==> config.mk <==
export PLATFORM = sky130hd
export DESIGN_NAME = rc_arbiter_flat
export DESIGN_NICKNAME = d
export VERILOG_FILES = /design/src/rtl/rc_arbiter_if.sv /design/src/rtl/rc_arbiter.sv /design/src/flat_wrapper.sv
export SDC_FILE = /design/constraint.sdc
export NUM_CORES = 1
export LEC_CHECK = 0
export ABC_AREA = 1
export CELL_PAD_IN_SITES_DETAIL_PLACEMENT = 1
export CELL_PAD_IN_SITES_GLOBAL_PLACEMENT = 2
export CORE_MARGIN = 4
export CORE_UTILIZATION = 19
export DETAILED_ROUTE_END_ITERATION = 12
export GPL_TIMING_DRIVEN = 0
export PLACE_DENSITY = 0.81
export SETUP_SLACK_MARGIN = 0.2
export SLEW_MARGIN = 20
export SYNTH_ARGS = -nofsm -noshare
export SYNTH_HDL_FRONTEND = slang
export SYNTH_SLANG_ARGS = --single-unit
==> constraint.sdc <==
create_clock -name clk -period 3.7 [get_ports clk]
set_input_delay 0.74 -clock clk [delete_from_list [all_inputs] [get_ports clk]]
set_output_delay 0.74 -clock clk [all_outputs]
set_load 0.005 [all_outputs]
==> src/rtl/rc_arbiter_if.sv <==
// Handshake bundle between ingress buffers, the route-compute arbiter and route compute.
// master is the arbiter side; slave is the environment (buffers + route compute).
interface rc_arbiter_if #(
  parameter int unsigned NUM_INPORTS = 5,
  parameter int unsigned META_W      = 32,
  parameter int unsigned DEST_W      = 8
);
  localparam int unsigned PW = $clog2(NUM_INPORTS) + ((NUM_INPORTS == 1) ? 1 : 0);

  logic [NUM_INPORTS-1:0]             port_enable;
  logic [NUM_INPORTS-1:0]             req;
  logic [NUM_INPORTS-1:0][META_W-1:0] req_metadata;
  logic [NUM_INPORTS-1:0][DEST_W-1:0] req_dest;
  logic [NUM_INPORTS-1:0]             grant;
  logic                               rc_ready;
  logic                               rc_valid;
  logic [META_W-1:0]                  rc_metadata;
  logic [DEST_W-1:0]                  rc_dest;
  logic [PW-1:0]                      rc_ingress_port;

  modport master (
    input  port_enable, req, req_metadata, req_dest, rc_ready,
    output grant, rc_valid, rc_metadata, rc_dest, rc_ingress_port
  );

  modport slave (
    output port_enable, req, req_metadata, req_dest, rc_ready,
    input  grant, rc_valid, rc_metadata, rc_dest, rc_ingress_port
  );
endinterface

==> src/rtl/rc_arbiter.sv <==
// Round-robin arbiter with starvation override that feeds the shared route-compute stage
// from the ingress head-flit requests through a registered, backpressure-holding bundle.
module rc_arbiter #(
  parameter int unsigned NUM_INPORTS = 5,
  parameter int unsigned META_W      = 32,
  parameter int unsigned DEST_W      = 8,
  parameter int unsigned MAX_WAIT    = 15
) (
  input logic          clk,
  input logic          n_rst,
  rc_arbiter_if.master bus
);
  localparam int unsigned PW = $clog2(NUM_INPORTS) + ((NUM_INPORTS == 1) ? 1 : 0);
  localparam int unsigned WW = $clog2(MAX_WAIT + 1);
  localparam logic [PW-1:0] LastIdx = PW'(NUM_INPORTS - 1);
  localparam logic [WW-1:0] WaitMax = WW'(MAX_WAIT);

  logic [NUM_INPORTS-1:0] eligible;
  logic [NUM_INPORTS-1:0] starved;
  logic [NUM_INPORTS-1:0] cand;
  logic [NUM_INPORTS-1:0] grant_d;
  logic                   accept;
  logic                   found;
  logic [PW-1:0]          win;

  logic                         rc_valid_q;
  logic [META_W-1:0]            rc_meta_q;
  logic [DEST_W-1:0]            rc_dest_q;
  logic [PW-1:0]                rc_port_q;
  logic [PW-1:0]                rr_ptr_q;
  logic [NUM_INPORTS-1:0][WW-1:0] wait_q;

  always_comb begin
    int idx;
    eligible = bus.req & bus.port_enable;
    accept   = !rc_valid_q || bus.rc_ready;
    for (int i = 0; i < int'(NUM_INPORTS); i++) begin
      starved[i] = eligible[i] && (wait_q[i] == WaitMax);
    end
    // Starved requesters shut out everyone else until they are served.
    cand  = (|starved) ? starved : eligible;
    found = 1'b0;
    win   = '0;
    idx   = 0;
    for (int k = 0; k < int'(NUM_INPORTS); k++) begin
      idx = int'(rr_ptr_q) + k;
      if (idx >= int'(NUM_INPORTS)) idx = idx - int'(NUM_INPORTS);
      if (!found && cand[idx]) begin
        found = 1'b1;
        win   = PW'(idx);
      end
    end
    grant_d = '0;
    if (n_rst && accept && found) grant_d[win] = 1'b1;
  end

  always_ff @(posedge clk) begin
    if (!n_rst) begin
      rc_valid_q <= 1'b0;
      rc_meta_q  <= '0;
      rc_dest_q  <= '0;
      rc_port_q  <= '0;
      rr_ptr_q   <= '0;
      wait_q     <= '0;
    end else begin
      if (accept) begin
        if (found) begin
          rc_valid_q <= 1'b1;
          rc_meta_q  <= bus.req_metadata[win];
          rc_dest_q  <= bus.req_dest[win];
          rc_port_q  <= win;
          rr_ptr_q   <= (win == LastIdx) ? '0 : win + 1'b1;
        end else begin
          rc_valid_q <= 1'b0;
        end
      end
      // Stall cycles count as waiting; a granted or ineligible port restarts from zero.
      for (int i = 0; i < int'(NUM_INPORTS); i++) begin
        if (!eligible[i] || grant_d[i]) begin
          wait_q[i] <= '0;
        end else if (wait_q[i] != WaitMax) begin
          wait_q[i] <= wait_q[i] + 1'b1;
        end
      end
    end
  end

  assign bus.grant           = grant_d;
  assign bus.rc_valid        = rc_valid_q;
  assign bus.rc_metadata     = rc_meta_q;
  assign bus.rc_dest         = rc_dest_q;
  assign bus.rc_ingress_port = rc_port_q;
endmodule

==> src/flat_wrapper.sv <==
// flat-port wrapper written by rule: the top's interface ports become plain ports
module rc_arbiter_flat 
#(
  parameter int unsigned NUM_INPORTS = 5,
  parameter int unsigned META_W      = 32,
  parameter int unsigned DEST_W      = 8,
  parameter int unsigned MAX_WAIT    = 15
)
  (clk, n_rst, bus_port_enable, bus_req, bus_req_metadata, bus_req_dest, bus_rc_ready, bus_grant, bus_rc_valid, bus_rc_metadata, bus_rc_dest, bus_rc_ingress_port);
  rc_arbiter_if #(.NUM_INPORTS(NUM_INPORTS), .META_W(META_W), .DEST_W(DEST_W)) bus_i ();
  input logic clk;
  input logic n_rst;
  input wire logic [$bits(bus_i.port_enable)-1:0] bus_port_enable;
  input wire logic [$bits(bus_i.req)-1:0] bus_req;
  input wire logic [$bits(bus_i.req_metadata)-1:0] bus_req_metadata;
  input wire logic [$bits(bus_i.req_dest)-1:0] bus_req_dest;
  input wire logic [$bits(bus_i.rc_ready)-1:0] bus_rc_ready;
  output wire logic [$bits(bus_i.grant)-1:0] bus_grant;
  output wire logic [$bits(bus_i.rc_valid)-1:0] bus_rc_valid;
  output wire logic [$bits(bus_i.rc_metadata)-1:0] bus_rc_metadata;
  output wire logic [$bits(bus_i.rc_dest)-1:0] bus_rc_dest;
  output wire logic [$bits(bus_i.rc_ingress_port)-1:0] bus_rc_ingress_port;
  assign bus_i.port_enable = bus_port_enable;
  assign bus_i.req = bus_req;
  assign bus_i.req_metadata = bus_req_metadata;
  assign bus_i.req_dest = bus_req_dest;
  assign bus_i.rc_ready = bus_rc_ready;
  assign bus_grant = bus_i.grant;
  assign bus_rc_valid = bus_i.rc_valid;
  assign bus_rc_metadata = bus_i.rc_metadata;
  assign bus_rc_dest = bus_i.rc_dest;
  assign bus_rc_ingress_port = bus_i.rc_ingress_port;
  rc_arbiter #(.NUM_INPORTS(NUM_INPORTS), .META_W(META_W), .DEST_W(DEST_W), .MAX_WAIT(MAX_WAIT)) u_core (.clk(clk), .n_rst(n_rst), .bus(bus_i));
endmodule
Yosys cells after proc, flatten, opt, wreduce, memory -nomap -nowiden
Cells that the tools add are included. W data, S select, Z words.

Multiply operators: 0. Reduce and logical (&&, ||, !) cells: 35. Bitwise logic cells: 2. Div/mod/pow operators: 0. Eq/ne operators: 11. Order comparisons: 12. Shift operators: 0. Muxes and demuxes: 40. $add $sub $neg: 15.

Operators by type and width (number): $mux W32 (6); $lt A32 B5 Y1 const B (5); $ge A32 B4 Y1 const B (4); $sub A32 B4 Y32 const B (4); $bmux W32 S3 (1); $bmux W8 S3 (1); $add A4 B1 Y4 const B (5); $eq A4 B4 Y1 const B (5); $ne A4 B4 Y1 const B (5); $mux W3 (6); $mux W1 (17); $bmux W1 S3 (5); $logic_and A1 B1 Y1 (12); $logic_not A1 Y1 (10); $mux W5 (2); $reduce_or A2 Y1 (5); $add A3 B2 Y4 const B (2); $mux W8 (1); $logic_or A1 B1 Y1 (6); $and A5 B5 Y5 (1); $reduce_or A5 Y1 (1); $add A3 B1 Y4 const B (1); $add A3 B3 Y4 const B (1); $lt A3 B4 Y1 const B (1); 8 further kinds (8).

RAM bits: 0. Output and inout bits: 49. Register bits: 67. Bits in read-only memories: 0. Bits in latches: 0. Bits of input ports: 213. Memories: 0.

Logic depth before layout (Yosys ltp)
Word-level depth: 27. Gate-level depth with buffers: 28.

Least setup slack after synthesis
No wires, ideal clock.

Path kind: flip-flop to output port. Start point: reg u_core.rr_ptr_q[0]. End point: out bus_grant[1]. Arrival: 2.930 ns. Buffers on the path: 2. Cell stages (with the launch flop): 26. Slack: 0.030 ns. Cells stage by stage: dfxtp_1 -> buf_4 -> inv_1 -> ha_1 -> inv_1 -> fa_1 -> nor2_1 -> nor2_2 -> xor2_1 -> inv_2 -> nor2_1 -> nand2_1 -> nand2_1 -> inv_1 -> nand2_1 -> nand2_1 -> nand2_1 -> nand3_1 -> nand3_1 -> nand2_1 -> nand3_2 -> nand2_2 -> buf_6 -> inv_2 -> nand3_1 -> inv_1.

Longest elaborated chain between the ends: 23.

RTL lines: from (decl) (RTL line rc_arbiter.sv:30) `logic [PW-1:0] rr_ptr_q;`; from (signal assigned) (RTL line rc_arbiter.sv:72) `rr_ptr_q <= (win == LastIdx) ? '0 : win + 1'b1;`; branches (longest 17 deep; another with $sub A32 B4 Y32); $mux W3 * (RTL line rc_arbiter.sv:48) `if (!found && cand[idx]) begin`; net u_core.win[0] (RTL line rc_arbiter.sv:24) `logic [PW-1:0] win;`; $lt A3 B4 Y1 (implied by the code) or $ge A3 B1 Y1 (tied branches) (RTL line rc_arbiter.sv:54) `if (n_rst && accept && found) grant_d[win] = 1'b1;`; $logic_and A1 B1 Y1 (implied by the code) (RTL line rc_arbiter.sv:54); $mux W1 (implied by the code) (RTL line rc_arbiter.sv:54); $demux W1 S3 *; $mux W5 * (RTL line rc_arbiter.sv:54); to (decl) (RTL line flat_wrapper.sv:18) `output wire logic [$bits(bus_i.grant)-1:0] bus_grant;`.

Mark *: on every way through the listed nets, which the timed path passes. The select of a mux whose other input is x is not followed.

Final worst setup path
Start point: in bus_req[2]. End point: out bus_grant[4].

Longest elaborated chain between the ends: 25.

RTL lines: from (decl) (RTL line flat_wrapper.sv:14) `input wire logic [$bits(bus_i.req)-1:0] bus_req;`; $and A5 B5 Y5 * (RTL line rc_arbiter.sv:35) `eligible = bus.req & bus.port_enable;`; $logic_and A1 B1 Y1 (RTL line rc_arbiter.sv:38) `starved[i] = eligible[i] && (wait_q[i] == WaitMax);`; $reduce_or A5 Y1 (RTL line rc_arbiter.sv:41) `cand = (|starved) ? starved : eligible;`; $mux W5 * (RTL line rc_arbiter.sv:41); $bmux W1 S3 (RTL line rc_arbiter.sv:48); $mux W1 (implied by the code) (2 in a row) (RTL line rc_arbiter.sv:48); $mux W1 (RTL line rc_arbiter.sv:48); $logic_not A1 Y1 (RTL line rc_arbiter.sv:48); [8 not listed]; $logic_not A1 Y1 (RTL line rc_arbiter.sv:48); $logic_and A1 B1 Y1 (RTL line rc_arbiter.sv:48); $mux W3 (RTL line rc_arbiter.sv:48); $lt A3 B4 Y1 (implied by the code) or $ge A3 B1 Y1 (tied branches) (RTL line rc_arbiter.sv:54); $logic_and A1 B1 Y1 (implied by the code) (RTL line rc_arbiter.sv:54); $mux W1 (implied by the code) (RTL line rc_arbiter.sv:54); $demux W1 S3; $mux W5 * (RTL line rc_arbiter.sv:54).

Mark *: on every way between the ends. The rest lies on a longest branch, timed or not. The select of a mux whose other input is x is not followed.

==> results.md <==
* Outcome: finished, violations left
* Failing checks: negative setup slack
* CTS tree: built
* Vias in the first global route at around 8300
* Slew Limit Fails at 0
* Clock slew at reported path FFs at ~60 ps
* Max stage delay on crit path at about 450 ps
* P&R area growth vs syn at 86.4%
* Initial antenna violation count at 2
* Worst path required time at slightly below 3000 ps
* Via density at 4.39
* Layout Cell Area excl Fill at around 11000 um2
* Clock Skew at ~6.4 ps
* Leading area contributor after synthesis: dfxtp_1
* I/O Buffers at around 260
* Post-synth cell types at 34
* Startpoint Class: primary input
* Core box area at around 32000 um2
* Top post-synthesis cells by area: dfxtp_1, nand3_1, inv_1
* Setup crit end kind: output pin
* Site Rows at between 60 and 70
* RePlAce Congestion at about 0.83
* Critical path arrival at ~3400 ps
* DRC viols at 0
* Post-synthesis register bit count at 67
* Worst-Margin Slew at ~760 ps
* Min Hold Slack at about 500 ps
* Min-delay worst type: register to register
* Synth Net Count at approximately 1300
* DR WL/cell at around 17 um
* Crit-path max FO at 5
* Post-detail-place hpwl at ~23 mm
* Final period util at 1.10
* # clock sinks at between 60 and 70
* Final setup vio count at 36
* Cell area after placement at 9210 um2
* Seq/Total Area, Yosys at 0.221
* F_max at ~0.24 GHz
* Final Hold Vio Count at 0
* Die area at 34900 um2
* Final period demand of the worst path at between 4000 and 5000 ps
* RSZ-0062 raised after global routing: yes
* PnR worst setup slack at -387 ps
* Critical-path cell list: clkdlybuf4s50_1, nand2_1, nor2_4, nor2_4, nand4_1, nand2_1, nand2_1, nand3_1, nand2_1, nand2_2, nor2_4, nand2_2, nor2_4, nand3_4, nand2_4, inv_4, nand2_4, inv_6, buf_4, nand2_4, inv_2, buf_2
* Total gr overflow at 0
* Layout cells sized above 1 at 0.229
* First-pass GRT wire length at roughly 47 mm
* CTS root buffer: clkbuf_16
* Max-cap viol count at 0
* Kind of critical path: primary input to output pin
* Vias at approximately 8000
* Place WS at -1240 ps
* Ant diodes at 0
* Io pins at ~260
* CTS Buf Count at 9
* Ys Warns at 0
* Setup_tns at -2110 ps
* Synth Cell Area at just over 6000 um2
* Area share of the largest cell type after synthesis at 0.221
* Clock Latency Late Sink at between 300 and 400 ps
* Initial core utilization at 0.193
* Syn_area_per_cell at about 5.6 um2
* Slowest cell on the critical path: clkdlybuf4s50_1
* Total wire length at 31.0 mm
* Clock Tree Buf Depth at 2
* Chip width at about 190 um
* Max-slew headroom at 0.491
* H-Tree Depth at 3
* Detail Route Antenna Nets at 0
* Gate count after technology mapping at about 1100
* Largest net degree at the start of global routing at 11
* Total track usage at 0.170
* Initial DRC count at about 190
* Die height at between 150 and 200 um
* Final nets at 1648
* DRT Pass-1 Iters at 4
==> cell families (layout without fill, tap and decap cells) <==
| logic type | after synthesis | after routing | share of synthesized area |
|---|---|---|---|
| AO/OA/AOI/OAI | 82 | 82 | 0.0704 |
| buffers and inverters | 304 | 647 | 0.203 |
| flip-flops | 67 | 67 | 0.221 |
| AND/OR/NAND/NOR | 592 | 592 | 0.443 |
| XOR/XNOR | 13 | 13 | 0.0200 |
| multiplexers | 4 | 4 | 0.00659 |
| adder cells (fa/ha/maj) | 17 | 17 | 0.0362 |
==> worst paths after layout <==
kind | end | slack [ps] | startpoint | depth (start not counted)
worst max-delay path | bus_grant[4] | -390 | bus_req[2] | 22
worst min-delay path | u_core.bus.rc_ingress_port[2]$_SDFFE_PN0P_ | 500 | u_core.bus.rc_ingress_port[2]$_SDFFE_PN0P_ | 2
worst min register to register | u_core.bus.rc_ingress_port[2]$_SDFFE_PN0P_ | 500 | u_core.bus.rc_ingress_port[2]$_SDFFE_PN0P_ | 2
worst max register to register | u_core.bus.rc_metadata[3]$_SDFFE_PN0P_ | -20 | u_core.rr_ptr_q[0]$_SDFFE_PN0P_ | 30
==> area by class of cell <==
| class | count | area, um2 |
|---|---|---|
| Buffer | 53 | 429 |
| Clock inverter | 3 | 15.0 |
| Clock buffer | 12 | 246 |
| Inverter | 251 | 973 |
| Sequential cell | 67 | 1350 |
| Fill cell | 3909 | 20200 |
| Tap cell | 402 | 503 |
| Multi-Input combinational cell | 708 | 4470 |
| Timing Repair Buffer | 328 | 3340 |
==> layout by cell type, fill, tap and decap left out, drive strengths merged <==
cell type	netlist	final
o21a	1	1
o211ai	1	1
nor2	134	134
clkbuf	15	27
xor2	7	7
nor3	2	2
nand3	244	244
mux2i	4	4
fa	1	1
clkdlybuf4s50	0	256
xnor2	6	6
ha	16	16
buf	38	110
nand3b	4	4
nand4	11	11
o21ai	12	12
inv	251	250
o22ai	1	1
clkinv	0	3
clkinvlp	0	1
dfxtp	67	67
nand2	197	197
a21oi	67	67
==> worst max-delay path, delay by kind of cell <==
kind	cells	cell delay (ps)
and+or+nand+nor	16	1780
buffers and inverters	6	810
==> state kept, by name, summed over array words and instances, names as in the netlist <==
name,flops
u_core.wait_q,20
u_core.bus.rc_ingress_port,3
u_core.bus.rc_valid,1
u_core.rr_ptr_q,3
u_core.bus.rc_dest,8
u_core.bus.rc_metadata,32
==> metrics by stage <==
step,util,std cells
finish,0.359,1824
global route,0.359,1824
CTS,0.339,1796
detailed placement,0.292,1742
global placement,0.292,1742
floorplan,-,1079
==> routing by layer <==
metal  global-route usage  wire length (um)  part of all wire
met5                    0                26           0.00084
met4               0.0344               335             0.011
met3               0.0474              2060             0.066
met2                0.310             15900              0.51
met1                0.198             12700              0.41
==> synth_stat cells <==
master and instances:
dfxtp_1 67, nor2_4 4, nor2_1 124, xor2_2 1, buf_1 3, ha_1 16, buf_4 10, nand2_2 5
buf_6 4, inv_1 240, nand3_1 236, o21ai_2 1, o22ai_1 1, clkbuf_1 15, nand3_4 1, buf_2 21
xor2_1 6, nor2_2 6, nand4_2 2, nand3b_1 4, nand3_2 7, o21ai_1 5, o211ai_1 1, nand2_1 192
mux2i_1 4, fa_1 1, nand4_1 9, xnor2_1 6, a21oi_2 2, a21oi_1 65, o21ai_0 6, nor3_1 2
o21a_1 1, inv_2 11
==> timing repair <==
item	CTS	global route
gates cloned	4	0
hold buffers	0	0
resized for setup	228	82
pin swaps	32	39
setup buffers	35	28
endpoints found under the hold margin	0	0
endpoints found under the setup margin	71	69
Power is left out: the tool's default activity adds up to more than one toggle a clock period on the data nets, which glitch-free logic cannot reach.
